[src/rtl/pattern_pkg.sv]
// pattern_pkg: shared definitions for the pattern step counter.
//   - xmode codes XM_ZERO/XM_ONE/XM_FOUR/XM_EIGHT
//   - direction codes DIR_UP/DIR_DOWN
//   - xmode_delta(): maps a 2-bit xmode code to its 4-bit step size
package pattern_pkg;

  localparam logic [1:0] XM_ZERO  = 2'b00;
  localparam logic [1:0] XM_ONE   = 2'b01;
  localparam logic [1:0] XM_FOUR  = 2'b10;
  localparam logic [1:0] XM_EIGHT = 2'b11;

  localparam logic DIR_UP   = 1'b0;
  localparam logic DIR_DOWN = 1'b1;

  function automatic logic [3:0] xmode_delta(input logic [1:0] xm);
    logic [3:0] d;
    case (xm)
      XM_ZERO:  d = 4'd0;
      XM_ONE:   d = 4'd1;
      XM_FOUR:  d = 4'd4;
      default:  d = 4'd8;
    endcase
    return d;
  endfunction

endpackage

[src/rtl/pattern_step_alu.sv]
// pattern_step_alu: combinational step of one accumulator value.
//   base   in  WIDTH  starting value, already clamped to 0..limit
//   delta  in  4      step size (0..8)
//   dir    in  1      DIR_UP / DIR_DOWN
//   limit  in  WIDTH  upper bound of the range 0..limit
//   result out WIDTH  stepped value
//   wrap   out 1      modulo wrap occurred (or clamping, when saturating)
// Build option: define PATTERN_STEP_SATURATE_EN to clamp at 0/limit instead
// of wrapping around.
module pattern_step_alu
  import pattern_pkg::*;
#(
  parameter int WIDTH = 12
) (
  input  logic [WIDTH-1:0] base,
  input  logic [3:0]       delta,
  input  logic             dir,
  input  logic [WIDTH-1:0] limit,
  output logic [WIDTH-1:0] result,
  output logic             wrap
);

  // One extra bit so base+delta and limit+1 never truncate before compare.
  logic [WIDTH:0] base_x;
  logic [WIDTH:0] delta_x;
  logic [WIDTH:0] lim_x;
  logic [WIDTH:0] r;
`ifndef PATTERN_STEP_SATURATE_EN
  localparam logic [WIDTH:0] ONE = {{WIDTH{1'b0}}, 1'b1};
  logic [WIDTH:0] span;
  logic [WIDTH:0] d;
`endif

  always_comb begin
    base_x  = {1'b0, base};
    delta_x = {{(WIDTH-3){1'b0}}, delta};
    lim_x   = {1'b0, limit};
    r       = '0;
    wrap    = 1'b0;
`ifndef PATTERN_STEP_SATURATE_EN
    span    = lim_x + ONE;
    d       = '0;
`endif
    if (dir == DIR_UP) begin
      r = base_x + delta_x;
      if (r > lim_x) begin
        wrap = 1'b1;
`ifdef PATTERN_STEP_SATURATE_EN
        r = lim_x;
`else
        // Delta can exceed the range several times over for tiny limits.
        for (int i = 0; i < 8; i++) begin
          if (r > lim_x) r = r - span;
        end
`endif
      end
    end else begin
      if (base_x < delta_x) begin
        wrap = 1'b1;
`ifdef PATTERN_STEP_SATURATE_EN
        r = '0;
`else
        // Reduce the underflow deficit into 1..span, then fold it back.
        d = delta_x - base_x;
        for (int i = 0; i < 8; i++) begin
          if (d > span) d = d - span;
        end
        r = span - d;
`endif
      end else begin
        r = base_x - delta_x;
      end
    end
    result = r[WIDTH-1:0];
  end

endmodule

[src/rtl/pattern_step_counter.sv]
// pattern_step_counter: NUM_CH independent modulo-(limit+1) accumulators.
//   clk       in   clock, rising edge
//   rst_n     in   asynchronous active-low reset
//   clear     in   synchronous clear of all channels, drops any command
//   cnt_enb   in   step channel ch_sel by the xmode delta in direction dir
//   load      in   load channel ch_sel from min(load_val, limit)
//   ch_sel    in   addressed channel; values >= NUM_CH are ignored
//   xmode     in   delta code 00/01/10/11 -> 0/1/4/8
//   dir       in   0 up, 1 down
//   load_val  in   load value
//   limit     in   shared upper bound
//   out_val   out  updated value of the last operated channel
//   out_ch    out  channel of out_val
//   out_valid out  one-cycle strobe per accepted command
//   wrap      out  strobe with out_valid when the step wrapped/saturated
// Build option: PATTERN_STEP_SATURATE_EN (see pattern_step_alu).
//
// Handshake: commands have no ready; any load/cnt_enb on a valid channel
// without clear is accepted at the edge. out_valid is a single-cycle strobe
// one cycle later with no back-pressure; out_val/out_ch hold between strobes.
module pattern_step_counter
  import pattern_pkg::*;
#(
  parameter  int WIDTH  = 12,
  parameter  int NUM_CH = 4,
  localparam int CH_W   = (NUM_CH > 1) ? $clog2(NUM_CH) : 1
) (
  input  logic             clk,
  input  logic             rst_n,
  input  logic             clear,
  input  logic             cnt_enb,
  input  logic             load,
  input  logic [CH_W-1:0]  ch_sel,
  input  logic [1:0]       xmode,
  input  logic             dir,
  input  logic [WIDTH-1:0] load_val,
  input  logic [WIDTH-1:0] limit,
  output logic [WIDTH-1:0] out_val,
  output logic [CH_W-1:0]  out_ch,
  output logic             out_valid,
  output logic             wrap
);

  localparam int SEL_N = 1 << CH_W;
  // Bit i set when ch_sel == i addresses an existing channel.
  localparam logic [SEL_N-1:0] CH_MASK = {SEL_N{1'b1}} >> (SEL_N - NUM_CH);

  logic [WIDTH-1:0] acc [NUM_CH];
  logic [WIDTH-1:0] acc_rd;
  logic [WIDTH-1:0] raw_base;
  logic [WIDTH-1:0] base;
  logic [3:0]       delta;
  logic             cmd_hit;
  logic [WIDTH-1:0] alu_result;
  logic             alu_wrap;

  always_comb begin
    acc_rd = '0;
    for (int i = 0; i < NUM_CH; i++) begin
      if (int'(ch_sel) == i) acc_rd = acc[i];
    end
    cmd_hit  = (load | cnt_enb) & CH_MASK[ch_sel];
    raw_base = load ? load_val : acc_rd;
    // A stored value above a since-lowered limit is clamped before stepping.
    base     = (raw_base > limit) ? limit : raw_base;
    delta    = cnt_enb ? xmode_delta(xmode) : 4'd0;
  end

  pattern_step_alu #(.WIDTH(WIDTH)) u_alu (
    .base   (base),
    .delta  (delta),
    .dir    (dir),
    .limit  (limit),
    .result (alu_result),
    .wrap   (alu_wrap)
  );

  always_ff @(posedge clk or negedge rst_n) begin
    if (!rst_n) begin
      for (int i = 0; i < NUM_CH; i++) acc[i] <= '0;
    end else begin
      for (int i = 0; i < NUM_CH; i++) begin
        if (clear) begin
          acc[i] <= '0;
        end else if (cmd_hit && (int'(ch_sel) == i)) begin
          acc[i] <= alu_result;
        end
      end
    end
  end

  always_ff @(posedge clk or negedge rst_n) begin
    if (!rst_n) begin
      out_val   <= '0;
      out_ch    <= '0;
      out_valid <= 1'b0;
      wrap      <= 1'b0;
    end else if (clear) begin
      out_valid <= 1'b0;
      wrap      <= 1'b0;
    end else if (cmd_hit) begin
      out_val   <= alu_result;
      out_ch    <= ch_sel;
      out_valid <= 1'b1;
      wrap      <= alu_wrap;
    end else begin
      out_valid <= 1'b0;
      wrap      <= 1'b0;
    end
  end

endmodule

[config.mk]
export PLATFORM = sky130hd
export DESIGN_NAME = pattern_step_counter
export DESIGN_NICKNAME = d
export VERILOG_FILES = /design/src/rtl/pattern_pkg.sv /design/src/rtl/pattern_step_alu.sv /design/src/rtl/pattern_step_counter.sv
export SDC_FILE = /design/constraint.sdc
export NUM_CORES = 1
export LEC_CHECK = 0
export CORE_ASPECT_RATIO = 1.4
export CORE_MARGIN = 2
export CORE_UTILIZATION = 40
export DETAILED_ROUTE_END_ITERATION = 16
export PLACE_DENSITY = 0.67
export SYNTH_ARGS = -nofsm -noshare
export SYNTH_HDL_FRONTEND = slang
export SYNTH_SLANG_ARGS = --single-unit
[constraint.sdc]
create_clock -name clk -period 37.1 [get_ports clk]
set_input_delay 11.13 -clock clk [delete_from_list [all_inputs] [get_ports clk]]
set_output_delay 11.13 -clock clk [all_outputs]
set_load 0.02 [all_outputs]
[Word-level counts from Yosys, hierarchy flattened]
Cells that the tools add are included.
Operators by class
  add/sub/neg operators: 21
  eq/ne operators: 5
  bitwise operators: 3
  muxes and demuxes: 73
  reduce and logical (&&, ||, !) cells: 11
  $lt $le $gt $ge: 19
Operator list (number)
  13-bit 2-to-1 mux: 41
  12-bit 2-to-1 mux: 21
  13-bit subtractor: 14
  13-bit by 12-bit > comparator with 1-bit output: 8
  13-bit > comparator: 8
  12-bit subtractor: 3
  12-bit by 1-bit adder with 13-bit output (second input constant): 1
  12-bit by 4-bit adder with 13-bit output: 1
  4-bit by 12-bit subtractor with 13-bit output: 1
  12-bit > comparator: 1
  12-bit by 4-bit less-than comparator with 1-bit output: 1
  4-bit one-hot mux with 3 select lines: 1
  12-bit by 4-bit subtractor with 12-bit output: 1
  1-bit 2-to-1 mux: 8
  2-bit nonzero test: 4
  2-bit == test (second input constant): 3
  2-bit by 1-bit == test with 1-bit output (second input constant): 2
  1-bit logical AND: 4
  2-bit logical NOT: 2
  4-bit 2-to-1 mux: 1
  2-bit by 3-bit less-than comparator with 1-bit output (second input constant): 1
  1-bit binary-select mux with 2-bit select: 1
  2-bit AND reduction: 1
  1-bit bitwise AND: 1
  other kinds (2): 2
Word-level totals
  register bits: 64
  input bits: 34

[Logic depth before layout (Yosys ltp)]
  depth in word-level cells: 46
  gate-level depth with buffers: 134
  mapped depth without buffers: 121

[Cells and area by module]
Synthesis repeated with hierarchy kept, for this count alone.
Second synthesis, totals
  cell total of the unflattened synthesis: 2413
  area, all modules: 18704.2 µm²
Modules (own cells, without submodules)
  pattern_step_alu: instances 1, sequential area each 0.0 µm², cells an instance 2073, area each 15267.1 µm²
  pattern_step_counter: instances 1, sequential area each 1601.5 µm², cells an instance 340, area each 3437.0 µm²

[Least setup slack after synthesis]
Ideal clock, no wire load.
  path kind: input -> register
  start: input port ch_sel[0]
  end: register acc[11] (netlist bit)
  arrival: 37.064 ns
  buffers on the path: 15
  slack: -0.107 ns
  stages: 122
  data required time: 36.957 ns
  path through: buf_6 -> buf_2 -> clkbuf_1 -> mux4_2 -> nand2_1 -> nand2_1 -> inv_1 -> ha_1 -> nand4_1 -> or3_1 -> o311a_1 -> clkbuf_1 -> clkbuf_1 -> clkbuf_1 -> nor2_1 -> a21oi_1 -> ha_1 -> clkbuf_1 -> [86 not listed] -> o31ai_1 -> mux2i_1 -> ha_1 -> nor2b_1 -> o21ai_0 -> a21oi_1 -> o21ai_0 -> a21oi_1 -> o21ai_0 -> a21oi_1 -> o21ai_0 -> a21oi_1 -> xor2_1 -> or4_1 -> o221ai_1 -> a31oi_1 -> nor3_1 -> a211oi_1
On the way
  cells in the longest elaborated chain, start to end: 46
  elaborated cells between the ends (all ways): 103
Ends and longest elaborated chain
  start: declaration: RTL line pattern_step_counter.sv:33  | input logic [CH_W-1:0] ch_sel,
  2-bit logical NOT: RTL line pattern_step_counter.sv:60  | if (int'(ch_sel) == i) acc_rd = acc[i];
  12-bit 2-to-1 mux (4 in a row): RTL line pattern_step_counter.sv:60
  12-bit 2-to-1 mux: RTL line pattern_step_counter.sv:63  | raw_base = load ? load_val : acc_rd;
  12-bit > comparator: RTL line pattern_step_counter.sv:65  | base = (raw_base > limit) ? limit : raw_base;
  12-bit 2-to-1 mux: RTL line pattern_step_counter.sv:65
  4-bit by 12-bit subtractor with 13-bit output: RTL line pattern_step_alu.sv:64  | d = delta_x - base_x;
  13-bit subtractor or 13-bit > comparator (tied branches): RTL line pattern_step_alu.sv:66  | if (d > span) d = d - span;
  13-bit 2-to-1 mux: RTL line pattern_step_alu.sv:66
  [27 not listed]
  12-bit 2-to-1 mux: RTL line pattern_step_alu.sv:66
  12-bit 2-to-1 mux: RTL line pattern_step_alu.sv:58  | if (base_x < delta_x) begin
  12-bit 2-to-1 mux: RTL line pattern_step_alu.sv:44  | if (dir == DIR_UP) begin
  12-bit subtractor: RTL line pattern_step_alu.sv:68  | r = span - d;
  12-bit 2-to-1 mux: RTL line pattern_step_alu.sv:58
  12-bit 2-to-1 mux: RTL line pattern_step_alu.sv:44
  12-bit 2-to-1 mux: RTL line pattern_step_counter.sv:85  | end else if (cmd_hit && (int'(ch_sel) == i)) begin
  12-bit 2-to-1 mux: RTL line pattern_step_counter.sv:83  | if (clear) begin
  end signal: indexed assignment: RTL line pattern_step_counter.sv:86  | acc[i] <= alu_result;
  end: declaration: RTL line pattern_step_counter.sv:48  | logic [WIDTH-1:0] acc [NUM_CH];
Several ways; a longest one is shown, not always the timed one. The select of a mux whose other input is x is not followed.
A chain may end at the register's enable or synchronous reset.

[Worst setup path in the final report]
  start: input port ch_sel[0]
  end: register acc[35] (netlist bit)
Same word-level chain as after synthesis.

==> impl_metrics.ini <==
[run_status]
outcome = finished clean

[routing]
ant_nets = 0
vias_per_cell = 6.10
routedWlPerCell_um = 21.4
wl_um = 66200
drc = 0
initialDrtViolationCount = 1291
firstDrtPassIters = 7
vias = 18889

[clocking]
clk_latency_ns = 0.33
clk_transition_reported_paths_ns = 0.05
cts_tree = yes
numCtsBuffers = 9
cts_sinks = 64
ctsRootBufferMaster = clkbuf_16
clockBufferDepth = 2
htreeDepth = 3
ctsHoldBuffers = 0

[sta]
slew_headroom_pct = 28.4
setup_viol_count_final = 0
worst_pin_slew_ns = 1.06
drv_slew = 0
hold_viol_final = 0
period_needed_ns = 35.44
fin_ws_ns = 1.66
setup_tns_ns = 0
finalCritPeriodShare_pct = 95.5
fmax_mhz = 28.2
worst_clock_skew_ns = 0.00790
hold_slack_ns = 0.474

[global_routing]
antenna_found_initial = 0
grt_max_degree = 65
grt.overflow.total = 0
grt_first_pass_wirelength_um = 102000
grt_usage_pct = 27.3
grt_pass1_vias = 18832

[layout]
drive_gt1_share_pct = 10.6
fillers = 4561
area_delta_synth_final_pct = 10.8
nets = 2858
diodes = 0
finalNonFillerCells = 3099

[logic_synthesis]
synth-adder-area-share_pct = 24.2
synth_top_family_by_area = compound AO/OA/AOI/OAI gates
synthMuxAreaShare_pct = 8.29
async_flop_share_pct = 100
yosys.area.top_type = ha_1
synth_edf_count = 0
synthCells = 2402
synth_xor_area_share_pct = 8.23
synth-simple-area-share_pct = 20.3
syn_nets = 2783
synth_compound_area_share_pct = 26.1
yosys_warnings = 0
synth_ff_type = dfrtp_1
syn_avg_cell_area_um2 = 7.67
syn_area_mm2 = 0.0184
ys_seq_elements = 64
synth_top_area_share_pct = 22.5
seq_area_frac_synth_pct = 8.70
synth.distinct_cells = 87
synthTopCellsByArea = ha_1 (22%), dfrtp_1 (8.7%), xnor2_1 (5.9%)

[worst_setup_path]
crit_arrival_ns = 35.61
slowest_stage = ha_1
critPathLaunchType = primary input
critPathBufInv = 9
critPathTopFamily = compound AO/OA/AOI/OAI gates
r2r_start = acc[1]$_DFFE_PN0P_
critPathMaxStageDelay_ns = 0.54
critical_path_class = in2reg
crit_start = ch_sel[0]
cpMostUsedCell = a21oi_1
worst_setup_path_end_kind = flop
required_ns = 37.28
cp_max_fo = 20

[floorplanning]
fp.dieW_um = 185
rows = 93
initial_core_util_pct = 40.3
fp.dieArea_mm2 = 0.0478
die_h_um = 258
io_pins = 50
core_area_mm2 = 0.0457

[place]
place_hpwl_um = 52000
portBuffers = 49
dpl_worst_slack_ns = 0.110
dp.cells = 3077
gp_congestion = 0.980

[flow_run]
drv_cap = 0

[min_path]
hold_start = out_val[8]$_DFFE_PN0P_
min_path_type = reg2reg
-- per-layer routing --
metal | routed length [um] | GRT usage (%) | vias up | part of all wire [%]
li1 | - | - | 9098 | -
met1 | 25600 | 30.8 | 8876 | 39
met2 | 32500 | 48.6 | 660 | 49
met3 | 3100 | 2.43 | 255 | 4.7
met4 | 4920 | 17.6 | 0 | 7.4
met5 | 0 | 0 | - | 0
-- cells in the mapped netlist (9+ instances only) --
cell and n:
nor3b_1 14, o21ai_0 163, or2_2 16, o211ai_1 11
fa_1 16, xor2_1 43, nand2_1 209, nand2b_1 24
clkbuf_1 46, nor2_1 168, mux2i_1 25, and2_1 12
mux2_2 90, a21boi_0 26, o31a_1 11, inv_1 146
a21o_1 54, nand3b_1 17, or3_1 24, o21bai_1 23
o31ai_1 23, ha_1 331, xnor2_1 125, nor2b_1 39
a31oi_1 29, nand3_1 60, nand4_1 41, o21a_1 71
a211oi_1 43, nor3_1 65, a21oi_1 179, a31o_2 16
and3_1 19, mux4_2 9, nor4_1 19, dfrtp_1 64
-- worst register-to-register path, delay by kind of cell (launching register included) --
family	cells	cell delay (ns)
compound gates	64	11.61
fa+ha+maj	12	4.13
simple gates	19	3.71
mux	7	2.66
buf+inv	6	1.22
flops	1	0.38
xor+xnor	2	0.34
-- sequential cells by signal (all words and copies together), names as in the netlist --
register / flops
out_ch: 2
wrap: 1
out_valid: 1
acc: 48
out_val: 12
-- path summary, 6_finish.rpt --
path / to / slack [ns] / cells after the start
min in group asynchronous: acc[13]$_DFFE_PN0P_ / 11.00 / 2
setup / recovery: acc[35]$_DFFE_PN0P_ / 1.66 / 112
hold / removal: out_val[8]$_DFFE_PN0P_ / 0.47 / 2
setup reg to reg: acc[35]$_DFFE_PN0P_ / 12.89 / 110
hold reg to reg: out_val[8]$_DFFE_PN0P_ / 0.47 / 2
max in group asynchronous: acc[29]$_DFFE_PN0P_ / 25.56 / 2
-- kinds of logic (layout without fill, tap and decap cells) --
family | Yosys count | count (layout)
multiplexers | 128 | 128
AND/OR/NAND/NOR | 753 | 753
adder cells (fa/ha/maj) | 347 | 347
flip-flops | 64 | 64
AO/OA/AOI/OAI | 737 | 737
buffers and inverters | 203 | 283
XOR/XNOR | 170 | 170
-- cells in the final DEF (no fill, tap or decap), types with 9 or more instances in the layout --
cell type and n:
nand2_1 207, o21ai_0 151, buf_4 67, mux4_2 9
and3_1 19, a31oi_1 27, a21o_1 54, a31o_2 16
nor2b_1 39, nand3_1 60, ha_1 329, o211ai_1 11
nor2_1 167, nor4_1 16, nor3_1 64, a21boi_0 19
mux2_2 90, xor2_1 43, fa_1 16, inv_1 146
mux2i_1 24, nand2b_1 24, o21ai_1 16, a211oi_1 42
nor3b_1 14, clkdlybuf4s50_1 46, and2_1 11, or3_1 24
nand3b_1 17, o31a_1 11, o21a_1 71, dfrtp_1 64
o21bai_1 23, a21oi_1 172, or2_2 16, o31ai_1 21
nand4_1 41, clkbuf_16 9, xnor2_1 124
-- area by class of cell --
cell class	count	area, um^2	area share, %
clock buffers	14	274	1.34
clock inverters	2	12.5	0.0613
multi-input cells	2135	16200	79.3
repair buffers	118	1010	4.94
flip-flops and latches	64	1600	7.85
inverters	149	559	2.74
well taps	617	772	3.78
-- repair_timing --
action / in CTS / in global routing
resized for setup: 0 / 52
endpoints found under the hold margin: 0 / 0
setup buffers: 0 / 6
setup endpoints to repair: 0 / 60
-- through the flow --
stage / cell area (um^2) / utilization [%]
finish: 20400 / 44.6
global route: 20400 / 44.6
CTS: 20200 / 44.3
detailed placement: 19900 / 43.6
global placement: 19900 / 43.6
floorplan: 18400 / -
Power is not shown: default switching activity piles up to over one toggle a cycle in this logic, so the estimate is an artifact.
